[config.mk]
export PLATFORM = sky130hd
export DESIGN_NAME = mips_run_ctrl
export DESIGN_NICKNAME = d
export VERILOG_FILES = /design/src/rtl/mips_tb_pkg.sv /design/src/rtl/halt_detect.sv /design/src/rtl/mips_run_ctrl.sv
export SDC_FILE = /design/constraint.sdc
export NUM_CORES = 1
export LEC_CHECK = 0
export BUFFER_PORTS_ARGS = -buffer_cell sky130_fd_sc_hd__buf_2
export CAP_MARGIN = 20
export CORE_MARGIN = 1
export CORE_UTILIZATION = 40
export DETAILED_ROUTE_END_ITERATION = 16
export HOLD_SLACK_MARGIN = 0.12
export SLEW_MARGIN = 20
export SYNTH_ARGS = -nofsm -noshare
export SYNTH_HDL_FRONTEND = slang
export SYNTH_SLANG_ARGS = --single-unit
[constraint.sdc]
create_clock -name clk -period 10.8 [get_ports clk]
set_input_delay 1.08 -clock clk [delete_from_list [all_inputs] [get_ports clk]]
set_output_delay 1.08 -clock clk [all_outputs]
set_load 0.01 [all_outputs]
[src/rtl/mips_tb_pkg.sv]
// mips_tb_pkg
// Shared definitions for the MIPS run controller and the benches that drive it.
//   - run_state_e : run-controller state encoding (IDLE=0 .. TIMEOUT=5)
//   - DEF_*       : default parameter values for the controller
package mips_tb_pkg;

  typedef enum logic [2:0] {
    IDLE    = 3'd0,
    RST     = 3'd1,
    RUN     = 3'd2,
    STEP    = 3'd3,
    HALTED  = 3'd4,
    TIMEOUT = 3'd5
  } run_state_e;

  localparam int DEF_PC_W         = 32;
  localparam int DEF_CNT_W        = 32;
  localparam int DEF_RESET_CYCLES = 4;
  localparam int DEF_HALT_REPEAT  = 2;

endpackage

[src/rtl/halt_detect.sv]
// halt_detect
// Detects a self-loop halt: the PC stays unchanged for HALT_REPEAT consecutive
// enabled cycles. The first enabled cycle after a clear only seeds the
// previous-PC register; comparisons start on the following enabled cycle.
// Ports:
//   clk, rst_n : clock, asynchronous active-low reset
//   clr        : synchronous clear (held while the core is in reset)
//   en         : core clock enable for the current cycle
//   pc         : core PC in the current cycle
//   hit        : halt condition met in this enabled cycle (combinational)
module halt_detect #(
  parameter int PC_W        = 32,
  parameter int HALT_REPEAT = 2
) (
  input  logic            clk,
  input  logic            rst_n,
  input  logic            clr,
  input  logic            en,
  input  logic [PC_W-1:0] pc,
  output logic            hit
);

  localparam int REP_W = $clog2(HALT_REPEAT + 1);
  localparam logic [REP_W:0] HALT_LIM = (REP_W + 1)'(HALT_REPEAT);
  localparam logic [REP_W:0] REP_ONE  = (REP_W + 1)'(1);

  logic [PC_W-1:0]  prev_pc_r;
  logic [REP_W-1:0] rep_r;
  logic             seeded_r;
  logic             pc_eq_s;
  logic [REP_W:0]   rep_inc_s;

  // compare against the previous enabled-cycle PC and evaluate the repeat limit
  always_comb begin
    pc_eq_s   = (pc == prev_pc_r);
    rep_inc_s = {1'b0, rep_r} + REP_ONE;
    hit       = en && seeded_r && pc_eq_s && (rep_inc_s >= HALT_LIM);
  end

  // previous-PC register and consecutive-repeat counter
  always_ff @(posedge clk or negedge rst_n) begin
    if (!rst_n) begin
      prev_pc_r <= {PC_W{1'b0}};
      rep_r     <= {REP_W{1'b0}};
      seeded_r  <= 1'b0;
    end else if (clr) begin
      prev_pc_r <= {PC_W{1'b0}};
      rep_r     <= {REP_W{1'b0}};
      seeded_r  <= 1'b0;
    end else if (en) begin
      prev_pc_r <= pc;
      seeded_r  <= 1'b1;
      if (!seeded_r) begin
        rep_r <= {REP_W{1'b0}};
      end else if (!pc_eq_s) begin
        rep_r <= {REP_W{1'b0}};
      end else if (rep_inc_s >= HALT_LIM) begin
        // saturate at the limit; the controller stops the run on this cycle
        rep_r <= rep_r;
      end else begin
        rep_r <= rep_inc_s[REP_W-1:0];
      end
    end else begin
      prev_pc_r <= prev_pc_r;
      rep_r     <= rep_r;
      seeded_r  <= seeded_r;
    end
  end

endmodule

[src/rtl/mips_run_ctrl.sv]
// mips_run_ctrl
// Run controller between the board/sim top and the MIPS core. Holds the core
// in reset for RESET_CYCLES after start, then enables it in free-run or
// single-step mode, and ends the run on a self-loop halt or cycle budget.
// Ports:
//   clk, reset  : clock, asynchronous active-low controller reset
//   start       : pulse, begins a run from IDLE/HALTED/TIMEOUT
//   step_mode   : 1 = single-step, 0 = free-run
//   step_req    : pulse, one enabled core cycle in step mode
//   max_cycles  : enabled-cycle budget (0 = unlimited), latched at start
//   pc          : current core PC
//   core_reset  : active-high reset to the core
//   core_en     : core clock enable
//   cycle_cnt   : enabled cycles in the current run (saturating)
//   final_pc    : PC captured when the run ends
//   busy, halted, timeout : status
module mips_run_ctrl
  import mips_tb_pkg::*;
#(
  parameter int PC_W         = DEF_PC_W,
  parameter int CNT_W        = DEF_CNT_W,
  parameter int RESET_CYCLES = DEF_RESET_CYCLES,
  parameter int HALT_REPEAT  = DEF_HALT_REPEAT
) (
  input  logic             clk,
  input  logic             reset,
  input  logic             start,
  input  logic             step_mode,
  input  logic             step_req,
  input  logic [CNT_W-1:0] max_cycles,
  input  logic [PC_W-1:0]  pc,
  output logic             core_reset,
  output logic             core_en,
  output logic [CNT_W-1:0] cycle_cnt,
  output logic [PC_W-1:0]  final_pc,
  output logic             busy,
  output logic             halted,
  output logic             timeout
);

  localparam int RST_W = (RESET_CYCLES > 1) ? $clog2(RESET_CYCLES) : 1;
  localparam logic [RST_W-1:0] RST_LAST = RST_W'(RESET_CYCLES - 1);
  localparam logic [RST_W-1:0] RST_ONE  = RST_W'(1);
  localparam logic [CNT_W-1:0] CNT_ZERO = {CNT_W{1'b0}};
  localparam logic [CNT_W-1:0] CNT_ONE  = CNT_W'(1);

  run_state_e       state_r;
  logic [RST_W-1:0] rst_cnt_r;
  logic [CNT_W-1:0] max_r;
  logic [CNT_W-1:0] cnt_next_s;
  logic             hit_s;
  logic             halt_s;
  logic             tmo_s;
  logic             hd_clr_s;

  // saturating increment: an all-ones count stays put
  function automatic logic [CNT_W-1:0] sat_inc(input logic [CNT_W-1:0] v);
    if (&v) begin
      return v;
    end else begin
      return v + CNT_ONE;
    end
  endfunction

  // end-of-run decisions for the current enabled cycle
  always_comb begin
    cnt_next_s = sat_inc(cycle_cnt);
    halt_s     = core_en & hit_s;
    tmo_s      = 1'b0;
    if (core_en && (max_r != CNT_ZERO) && (cnt_next_s == max_r)) begin
      tmo_s = 1'b1;
    end else begin
      tmo_s = 1'b0;
    end
    // keep the halt detector unseeded until the first enabled cycle of a run
    hd_clr_s = (state_r == RST);
  end

  halt_detect #(
    .PC_W        (PC_W),
    .HALT_REPEAT (HALT_REPEAT)
  ) u_halt_detect (
    .clk   (clk),
    .rst_n (reset),
    .clr   (hd_clr_s),
    .en    (core_en),
    .pc    (pc),
    .hit   (hit_s)
  );

  // run sequencer with registered outputs
  always_ff @(posedge clk or negedge reset) begin
    if (!reset) begin
      state_r    <= IDLE;
      rst_cnt_r  <= {RST_W{1'b0}};
      max_r      <= CNT_ZERO;
      cycle_cnt  <= CNT_ZERO;
      final_pc   <= {PC_W{1'b0}};
      core_reset <= 1'b1;
      core_en    <= 1'b0;
      busy       <= 1'b0;
      halted     <= 1'b0;
      timeout    <= 1'b0;
    end else begin
      case (state_r)
        IDLE, HALTED, TIMEOUT: begin
          core_en <= 1'b0;
          if (start) begin
            state_r    <= RST;
            max_r      <= max_cycles;
            cycle_cnt  <= CNT_ZERO;
            rst_cnt_r  <= {RST_W{1'b0}};
            core_reset <= 1'b1;
            busy       <= 1'b1;
            halted     <= 1'b0;
            timeout    <= 1'b0;
          end else begin
            state_r <= state_r;
          end
        end

        RST: begin
          if (rst_cnt_r == RST_LAST) begin
            core_reset <= 1'b0;
            if (step_mode) begin
              state_r <= STEP;
              core_en <= 1'b0;
            end else begin
              state_r <= RUN;
              core_en <= 1'b1;
            end
          end else begin
            rst_cnt_r <= rst_cnt_r + RST_ONE;
          end
        end

        RUN, STEP: begin
          if (core_en) begin
            cycle_cnt <= cnt_next_s;
          end else begin
            cycle_cnt <= cycle_cnt;
          end

          if (halt_s) begin
            // halt has priority over a simultaneous budget expiry
            state_r  <= HALTED;
            core_en  <= 1'b0;
            busy     <= 1'b0;
            halted   <= 1'b1;
            final_pc <= pc;
          end else if (tmo_s) begin
            state_r  <= TIMEOUT;
            core_en  <= 1'b0;
            busy     <= 1'b0;
            timeout  <= 1'b1;
            final_pc <= pc;
          end else if (step_mode) begin
            // a request seen during an enabled cycle is dropped
            state_r <= STEP;
            core_en <= step_req & ~core_en;
          end else begin
            state_r <= RUN;
            core_en <= 1'b1;
          end
        end

        default: begin
          state_r    <= IDLE;
          core_reset <= 1'b1;
          core_en    <= 1'b0;
          busy       <= 1'b0;
          halted     <= 1'b0;
          timeout    <= 1'b0;
        end
      endcase
    end
  end

endmodule

== Yosys cells after proc, flatten, opt, wreduce, memory -nomap -nowiden ==
Index checks and enable logic that the tools add are counted.

* Register bits: 141
* Memories: 0
* Memory bits (read-only): 0
* Latch bits: 0
* RAM bits: 0
* Output and inout bits: 69
* Logic and storage cells: 106
* Bits of input ports: 69

* Add/sub/neg operators: 3
* Equality and inequality tests: 17
* Shift operators: 0
* Reductions and logical operators: 24
* Div/mod/pow operators: 0
* Mux-type cells: 43
* Bitwise logic cells: 5
* $mul: 0
* Magnitude comparators: 1

{| class="wikitable"
|+ Operators by type and width
! operator !! number
|-
| 32-bit two-way mux || 7
|-
| 32-bit equality test || 2
|-
| 32-bit one-hot mux with 2 select lines || 1
|-
| 32-bit by 1-bit adder with 32-bit output, second input constant || 1
|-
| 32-bit AND reduction || 1
|-
| 32-bit nonzero test || 1
|-
| 1-bit two-way mux || 17
|-
| 3-bit AND reduction || 5
|-
| 2-bit two-way mux || 7
|-
| 3-bit two-way mux || 4
|-
| 2-bit inequality test, second input constant || 6
|-
| 1-bit one-hot mux with 3 select lines || 4
|-
| 3-bit one-hot mux with 3 select lines || 1
|-
| 2-bit AND reduction || 4
|-
| 2-bit nonzero test || 4
|-
| 3-bit by 2-bit equality test with 1-bit output, second input constant || 2
|-
| 3-bit equality test, second input constant || 2
|-
| 1-bit logical AND || 5
|-
| 4-bit inequality test, second input constant || 1
|-
| 2-bit one-hot mux with 2 select lines || 1
|-
| 4-bit AND reduction || 1
|-
| 2-bit by 1-bit adder with 3-bit output, second input constant || 1
|-
| 3-bit by 1-bit equality test with 1-bit output, second input constant || 1
|-
| 3-bit by 2-bit greater-or-equal comparator with 1-bit output, second input constant || 1
|-
| other kinds (10) || 13
|}

== Depth between registers and ports, before layout ==
Gate-level depths: netlist of run 1.

* Word-level depth: 8
* Depth in mapped cells: 13

== Hierarchy ==
Synthesis of run 1 repeated with hierarchy kept, for this count alone.

* Cell total of the unflattened synthesis: 923
* Area total of the unflattened synthesis: 8779.7 µm²

{| class="wikitable"
|+ By module, submodules not included
! module !! cells an instance !! times used !! area each (µm²) !! seq. area each (µm²)
|-
| mips_run_ctrl || 755 || 1 || 6959.2 || 2653.8
|-
| halt_detect || 168 || 1 || 1820.5 || 875.8
|}

== Least setup slack after synthesis of run 1 ==
OpenSTA, ideal clock, no wires.

* Kind: register to register
* Start: register cycle_cnt[30]
* End: register final_pc[10]
* Arrival time: 3.516 ns
* Cell stages (with the launch flop): 12
* Setup slack: 7.159 ns
* Setup time: 0.125 ns
* Cells stage by stage: dfrtp_1 -> clkbuf_2 -> nand4_2 -> o41ai_1 -> xor2_1 -> a32oi_1 -> o211ai_1 -> or4_1 -> or4_4 -> o31ai_4 -> buf_6 -> mux2_2

* Longest elaborated chain between the ends: 7

{| class="wikitable"
|+ Ends and longest elaborated chain
! item !! RTL line !! text
|-
| from (decl) || mips_run_ctrl.sv:34 || <nowiki>output logic [CNT_W-1:0] cycle_cnt,</nowiki>
|-
| from (signal assigned) || mips_run_ctrl.sv:139 || <nowiki>cycle_cnt <= cnt_next_s;</nowiki>
|-
| from (signal assigned) || mips_run_ctrl.sv:141 || <nowiki>cycle_cnt <= cycle_cnt;</nowiki>
|-
| 32-bit by 1-bit adder with 32-bit output / 32-bit AND reduction (equally long branches) || mips_run_ctrl.sv:61, mips_run_ctrl.sv:58 ||
|-
| 32-bit two-way mux * || mips_run_ctrl.sv:58 || <nowiki>if (&v) begin</nowiki>
|-
| 32-bit equality test * || mips_run_ctrl.sv:70 || <nowiki>if (core_en && (max_r != CNT_ZERO) && (cnt_next_s == max_r)) begin</nowiki>
|-
| 1-bit logical AND * || mips_run_ctrl.sv:70 ||
|-
| 1-bit two-way mux * || mips_run_ctrl.sv:70 ||
|-
| 2-bit nonzero test (no line) * || - ||
|-
| 2-bit AND reduction (no line) * || - ||
|-
| to (signal assigned) || mips_run_ctrl.sv:98 || <nowiki>final_pc <= {PC_W{1'b0}};</nowiki>
|-
| to (signal assigned) || mips_run_ctrl.sv:150 || <nowiki>final_pc <= pc;</nowiki>
|-
| to (signal assigned) || mips_run_ctrl.sv:156 || <nowiki>final_pc <= pc;</nowiki>
|-
| to (decl) || mips_run_ctrl.sv:35 || <nowiki>output logic [PC_W-1:0] final_pc,</nowiki>
|}

Every way passes the cells marked *; elsewhere a longest branch is shown, timed or not.
A chain may end at the register's enable or synchronous reset.

== Worst setup path after layout of run 1 ==
* Start: register cycle_cnt[0]
* End: register final_pc[14]

Same word-level chain as after synthesis.

==> results.md, run 1 <==
* Status: completed
* Clock root buffer: clkbuf_16
* Pin count of the biggest net entering global routing at 76
* WP data required at 11.12 ns
* Yosys warnings at 0
* Unrepaired setup endpoints after global routing: false
* # diodes at 0
* Placement row count at 51
* Number of global-route vias before repair at 6907
* Final Hold Slack at 0.480 ns
* Comb pwr share at 36.1%
* Slew headroom at 34.1%
* Number of buffers inserted by hold repair at cts at 0
* RD Place Congestion at 1.01
* Startpoint types: register
* Sequential area share after synthesis at 43.2%
* Max Slew Vio Count at 0
* Tightest Pin Transition at 0.989 ns
* TritonCTS Sinks at 141
* Initial Utilization at 41.4%
* Synth Flop Type: dfrtp_1
* Syn nets at 968
* Initial antenna violation count at 0
* Mapped Area at 8170 um2
* DR vias/cell at 5.56
* Area delta synth->final at 17.4%
* Post-synth EDFFs at 0
* DIE WIDTH at 145 um
* Register bit count reported by yosys at 141
* Gr ovfl total at 0
* Setup WS pre-CTS at 6.46 ns
* Max Freq at 0.226 GHz
* H-Tree Depth at 4
* Type of the worst setup path: register to register
* Final #Nets at 1085
* Period minus WS final at 4.43 ns
* Clock Tree Buf Depth at 2
* Post-CTS Resized at 0
* IO Count at 138
* Final setup vio count at 0
* Worst path cell trace: ha_1 -> nand3_1 -> nor3_4 -> and3_1 -> nor3_1 -> xnor2_1 -> o2111ai_1 -> or4_4 -> o31ai_4 -> buf_4 -> mux2_2
* Share of power burned in registers at 38.2%
* Total Routing Usage GR at 24.6%
* CTS clk-pin slew, worst paths at 0.06 ns
* Worst Path Arrival at 4.75 ns
* Cell taking the most area after synthesis: dfrtp_1
* CP max-delay cell: and3_1
* Placed instance count at 1259
* Post-route insts no fill at 1290
* Clock skew at 0.00879 ns
* Async SR Flop Fraction at 100%
* Setup ws final at 6.37 ns
* Remaining DRCs at 0
* Die ar. at 21000 um2
* Crit. End Element: register
* Hold Path Class: register to register
* Fraction of layout cells with a size suffix above 1 at 22.3%
* Core area at 19700 um2
* Post-synth cell types at 72
* Reg-to-reg slack, setup at 6.37 ns
* Post-Route WL at 24400 um
* Post-DP HPWL at 17900 um
* Switching share of power at 40.5%
* Psw at 903 uW
* Clock latency on the worst-skew pair at 0.43 ns
* WL/cell at 18.9 um
* TNS Setup at 0 ns
* PD cells at 232 nW/um2
* VDD IR max at 110 uV
* Die Span Y at 145 um
* Cells after Synth at 896
* Synth area leaders: dfrtp_1, nand2_1, xor2_1
* First-pass GRT wire length at 38600 um
* CTS tree: yes
* Top-count cell post-synth: nand2_1
* Pint at 1.32 mW
* Fillers at 1892
* Crit-path max cell delay at 0.88 ns
* LEAKAGE at 4.31 nW
* Initial DRC Count at 559
* TritonCTS Buffers at 17
* Post-synthesis average cell area at 9.11 um2
* Post-CTS Setup Inserts at 0
* Clock share of power at 25.7%
* Final core utilization at 48.6%
* Final hold vios at 0
* Routed vias at 7178
* Yosys top cell area share at 42.9%
* Top cells by count, synth: nand2_1, dfrtp_1, nor2_1
* Total of max-cap violations at 0
* Final ANT Viol Nets at 0
* Crit path max fanout at 32
* Pre-antenna DRT Iters at 8
* Period utilisation layout at 41.0%
* IO buf count at 137
-- routing by layer --
layer	routed length, um	vias up	GRT usage (%)
met4	618	0	8.37
met2	11700	295	41.8
met3	1590	52	5.36
met5	0	-	0
met1	10500	3420	31.0
li1	-	3411	-
-- cell type report --
cell class                      instances  area [um2]  share of cell area [%]
Multi-Input combinational cell        698        4370                    45.6
Sequential cell                       141        3530                    36.8
Timing Repair Buffer                  144         744                    7.76
Clock buffer                           20         457                    4.76
Tap cell                              265         332                    3.46
Clock inverter                         11         109                    1.14
Inverter                               11        41.3                   0.431
-- power by group through the flow --
stage / clock network (mW) / logic, mW / registers [mW]
6_report: 0.572 / 0.805 / 0.851
2_1_floorplan: 0 / 0.589 / 0.800
3_5_place_dp: 0 / 0.803 / 0.858
3_3_place_gp: 0 / 0.803 / 0.851
4_1_cts: 0.585 / 0.806 / 0.850
5_1_grt: 0.611 / 0.900 / 0.871
-- cells by family (layout without fill, tap and decap cells) --
group / Yosys count / in the layout / synth area share (%)
buf+inv: 57 / 186 / 3.26
xor+xnor: 75 / 75 / 8.04
mux: 68 / 68 / 8.83
compound gates: 143 / 143 / 11.3
flops: 141 / 141 / 43.2
fa+ha+maj: 3 / 3 / 0.460
simple gates: 409 / 409 / 24.9
-- worst max-delay path: cells and delay by family (launching register included) --
| family | cells | cell delay, ns |
|---|---|---|
| adders and majority gates | 1 | 0.23 |
| xor gates and xnor gates | 1 | 0.36 |
| buffers and inverters | 1 | 0.41 |
| AOI/OAI and AO/OA | 2 | 0.33 |
| muxes | 1 | 0.39 |
| and+or+nand+nor | 5 | 2.10 |
| DFF | 1 | 0.47 |
-- cell usage in the layout (no fill, tap or decap), types with 13 or more instances in the layout --
cell	n
dfrtp_1	139
a21oi_1	21
mux2i_1	36
o31ai_1	13
mux2_2	29
xnor2_1	29
nor4_1	29
nand3_1	22
nand4_1	14
clkbuf_16	17
nor3_1	19
xor2_1	46
buf_2	136
o21ai_0	53
nor2_1	69
nand2_1	177
-- registers in the layout (all words and copies together) (netlist names) --
name,flops
core_en,1
max_r,32
halted,1
rst_cnt_r,2
core_reset,1
u_halt_detect.prev_pc_r,32
busy,1
u_halt_detect.seeded_r,1
state_r,3
u_halt_detect.rep_r,2
cycle_cnt,32
final_pc,32
timeout,1
-- per-stage QoR --
stage / instance area (um2) / power [mW]
3_3_place_gp: 9020 / 1.65
2_1_floorplan: 8170 / 1.39
5_1_grt: 9590 / 2.38
3_5_place_dp: 9020 / 1.66
4_1_cts: 9590 / 2.24
6_report: 9590 / 2.23
-- path summary, 6_finish.rpt --
kind,from,endpoint,cells after the start
max in group asynchronous,reset,core_en,2
worst max register to register,cycle_cnt[0],final_pc[14],11
worst min-delay path,final_pc[3],final_pc[3],1
worst max-delay path,cycle_cnt[0],final_pc[14],11
worst min register to register,final_pc[3],final_pc[3],1
min in group asynchronous,reset,final_pc[11],1
Power figures use the tool's default switching activity.
==> run 2: changes to the inputs <==
==> constraint.sdc (replaced) <==
create_clock -name clk -period 4 [get_ports clk]
set_input_delay 0.4 -clock clk [delete_from_list [all_inputs] [get_ports clk]]
set_output_delay 0.4 -clock clk [all_outputs]
set_load 0.01 [all_outputs]
==> results.md, run 2 (same netlist as run 1, synthesis figures left out) <==
* Status: completed (unchanged)
* Hold Path Class: input port to register (was register to register)
* Period minus WS final at 3.84 ns (was 4.43 ns)
* Met2 Wirelength at 12000 um (was 11700 um)
* Area delta synth->final at 24.6% (was 17.4%)
* Type of the worst setup path: register to register (unchanged)
* Total Routing Usage GR at 25.3% (was 24.6%)
* Max Slew Vio Count at 0 (unchanged)
* Clock skew at 0.0111 ns (was 0.00879 ns)
* Final hold vios at 0 (unchanged)
* Routed vias at 7446 (was 7178)
* Final #Nets at 1142 (was 1085)
* TritonCTS Buffers at 17 (unchanged)
* Pre-antenna DRT Iters at 7 (was 8)
* TNS Setup at 0 ns (unchanged)
* Most frequent cells in the layout: nand2_1, buf_2, dfrtp_1 (was nand2_1, dfrtp_1, buf_2)
* Total of max-cap violations at 0 (unchanged)
* # diodes at 0 (unchanged)
* WL/cell at 18.8 um (was 18.9 um)
* Placement row count at 51 (unchanged)
* DR vias/cell at 5.52 (was 5.56)
* Period utilisation layout at 96.1% (was 41.0%)
* Remaining DRCs at 0 (unchanged)
* Placed instance count at 1310 (was 1259)
* PD cells at 632 nW/um2 (was 232 nW/um2)
* Unrepaired setup endpoints after global routing: false (unchanged)
* Clock Tree Buf Depth at 2 (unchanged)
* Die Span Y at 145 um (unchanged)
* Leading cell type in the layout, fill and taps excluded: nand2_1 (unchanged)
* Final ANT Viol Nets at 0 (unchanged)
* IO buf count at 137 (unchanged)
* Crit path max fanout at 32 (unchanged)
* Fraction of layout cells with a size suffix above 1 at 27.1% (was 22.3%)
* Core area at 19700 um2 (unchanged)
* DIE WIDTH at 145 um (unchanged)
* Post-DP HPWL at 18600 um (was 17900 um)
* Startpoint types: register (unchanged)
* Max Freq at 0.260 GHz (was 0.226 GHz)
* Initial antenna violation count at 0 (unchanged)
* TritonCTS Sinks at 141 (unchanged)
* Slew headroom at 41.6% (was 34.1%)
* Tightest Pin Transition at 0.868 ns (was 0.989 ns)
* Top Metal Used: met4 (unchanged)
* RD Place Congestion at 0.941 (was 1.01)
* VDD IR max at 332 uV (was 110 uV)
* Clock root buffer: clkbuf_16 (unchanged)
* WP data required at 4.32 ns (was 11.12 ns)
* Gr ovfl total at 0 (unchanged)
* Initial DRC Count at 479 (was 559)
* Fillers at 1874 (was 1892)
* Post-Route WL at 25300 um (was 24400 um)
* Crit. End Element: register (unchanged)
* CTS tree: yes (unchanged)
* IO Count at 138 (unchanged)
* M1 WL at 10900 um (was 10500 um)
* H-Tree Depth at 4 (unchanged)
* Number of global-route vias before repair at 7200 (was 6907)
* Initial Utilization at 41.4% (unchanged)
* Final setup vio count at 0 (unchanged)
* LEAKAGE at 4.67 nW (was 4.31 nW)
* Pin count of the biggest net entering global routing at 107 (was 76)
* Post-route insts no fill at 1348 (was 1290)
* Die ar. at 21000 um2 (unchanged)
* Worst Path Arrival at 4.16 ns (was 4.75 ns)
* Met3 Routed Length at 1630 um (was 1590 um)
* First-pass GRT wire length at 39400 um (was 38600 um)
* Clock latency on the worst-skew pair at 0.43 ns (about the same)
* CTS clk-pin slew, worst paths at 0.07 ns (was 0.06 ns)
run 2: final cells by class:
class,instances,area (um2),share of cell area [%]
flip-flops and latches,141,3540,34.8
repair buffers,201,1210,11.9
inverters,11,41.3,0.406
well taps,265,332,3.26
clock buffers,17,425,4.18
multi-input cells,698,4390,43.2
clock inverters,15,239,2.35
run 2: critical path, stage by stage (launching register included):
cell and delay, ns:
dfrtp_1 0.43, nand4_1 0.25, nor4_4 0.07, buf_4 0.18
and3_1 0.27, buf_4 0.23, o41ai_1 0.39, buf_4 0.18
nand4b_1 0.19, or4_1 0.64, o31ai_4 0.28, buf_12 0.24
mux2_2 0.35
run 2: power by group:
part           switching, mW  internal [mW]
Combinational           1.42          0.966
Clock                  0.734           1.08
Sequential             0.407           1.83
run 2: worst paths after layout:
kind                       cells after the start  slack [ns]      startpoint            to
max in group asynchronous                      4        2.63           reset  cycle_cnt[2]
setup reg to reg                              12        0.16   cycle_cnt[31]   final_pc[9]
setup / recovery                              12        0.16   cycle_cnt[31]   final_pc[9]
hold / removal                                 3        0.15  max_cycles[27]     max_r[27]
min in group asynchronous                      2        0.44           reset  final_pc[11]
hold reg to reg                                1        0.48     final_pc[3]   final_pc[3]
run 2: metal layers:
| metal | global-route usage (%) | vias up |
|---|---|---|
| met2 | 42.1 | 283 |
| met1 | 31.6 | 3580 |
| met3 | 5.10 | 58 |
| met4 | 11.5 | 0 |
| met5 | 0 | - |
| li1 | - | 3525 |
run 2: timing repair:
item | 4_1_cts | 5_1_grt
gates resized for setup | 0 | 7
hold endpoints to repair | 0 | 34
endpoints found under the setup margin | 0 | 32
setup buffers | 0 | 4
hold buffers | 0 | 1
run 2: metrics by stage:
step	area [um2]	setup slack, ns	hold WS, ns	total power [mW]	util, %
2_1_floorplan	8170	0.359	0.104	3.75	-
3_3_place_gp	9420	0.174	0.462	4.60	47.8
3_5_place_dp	9420	0.170	0.471	4.63	47.8
4_1_cts	10100	0.146	0.135	6.46	51.1
5_1_grt	10200	0.00238	0.147	6.83	51.6
6_report	10200	0.155	0.150	6.43	51.6
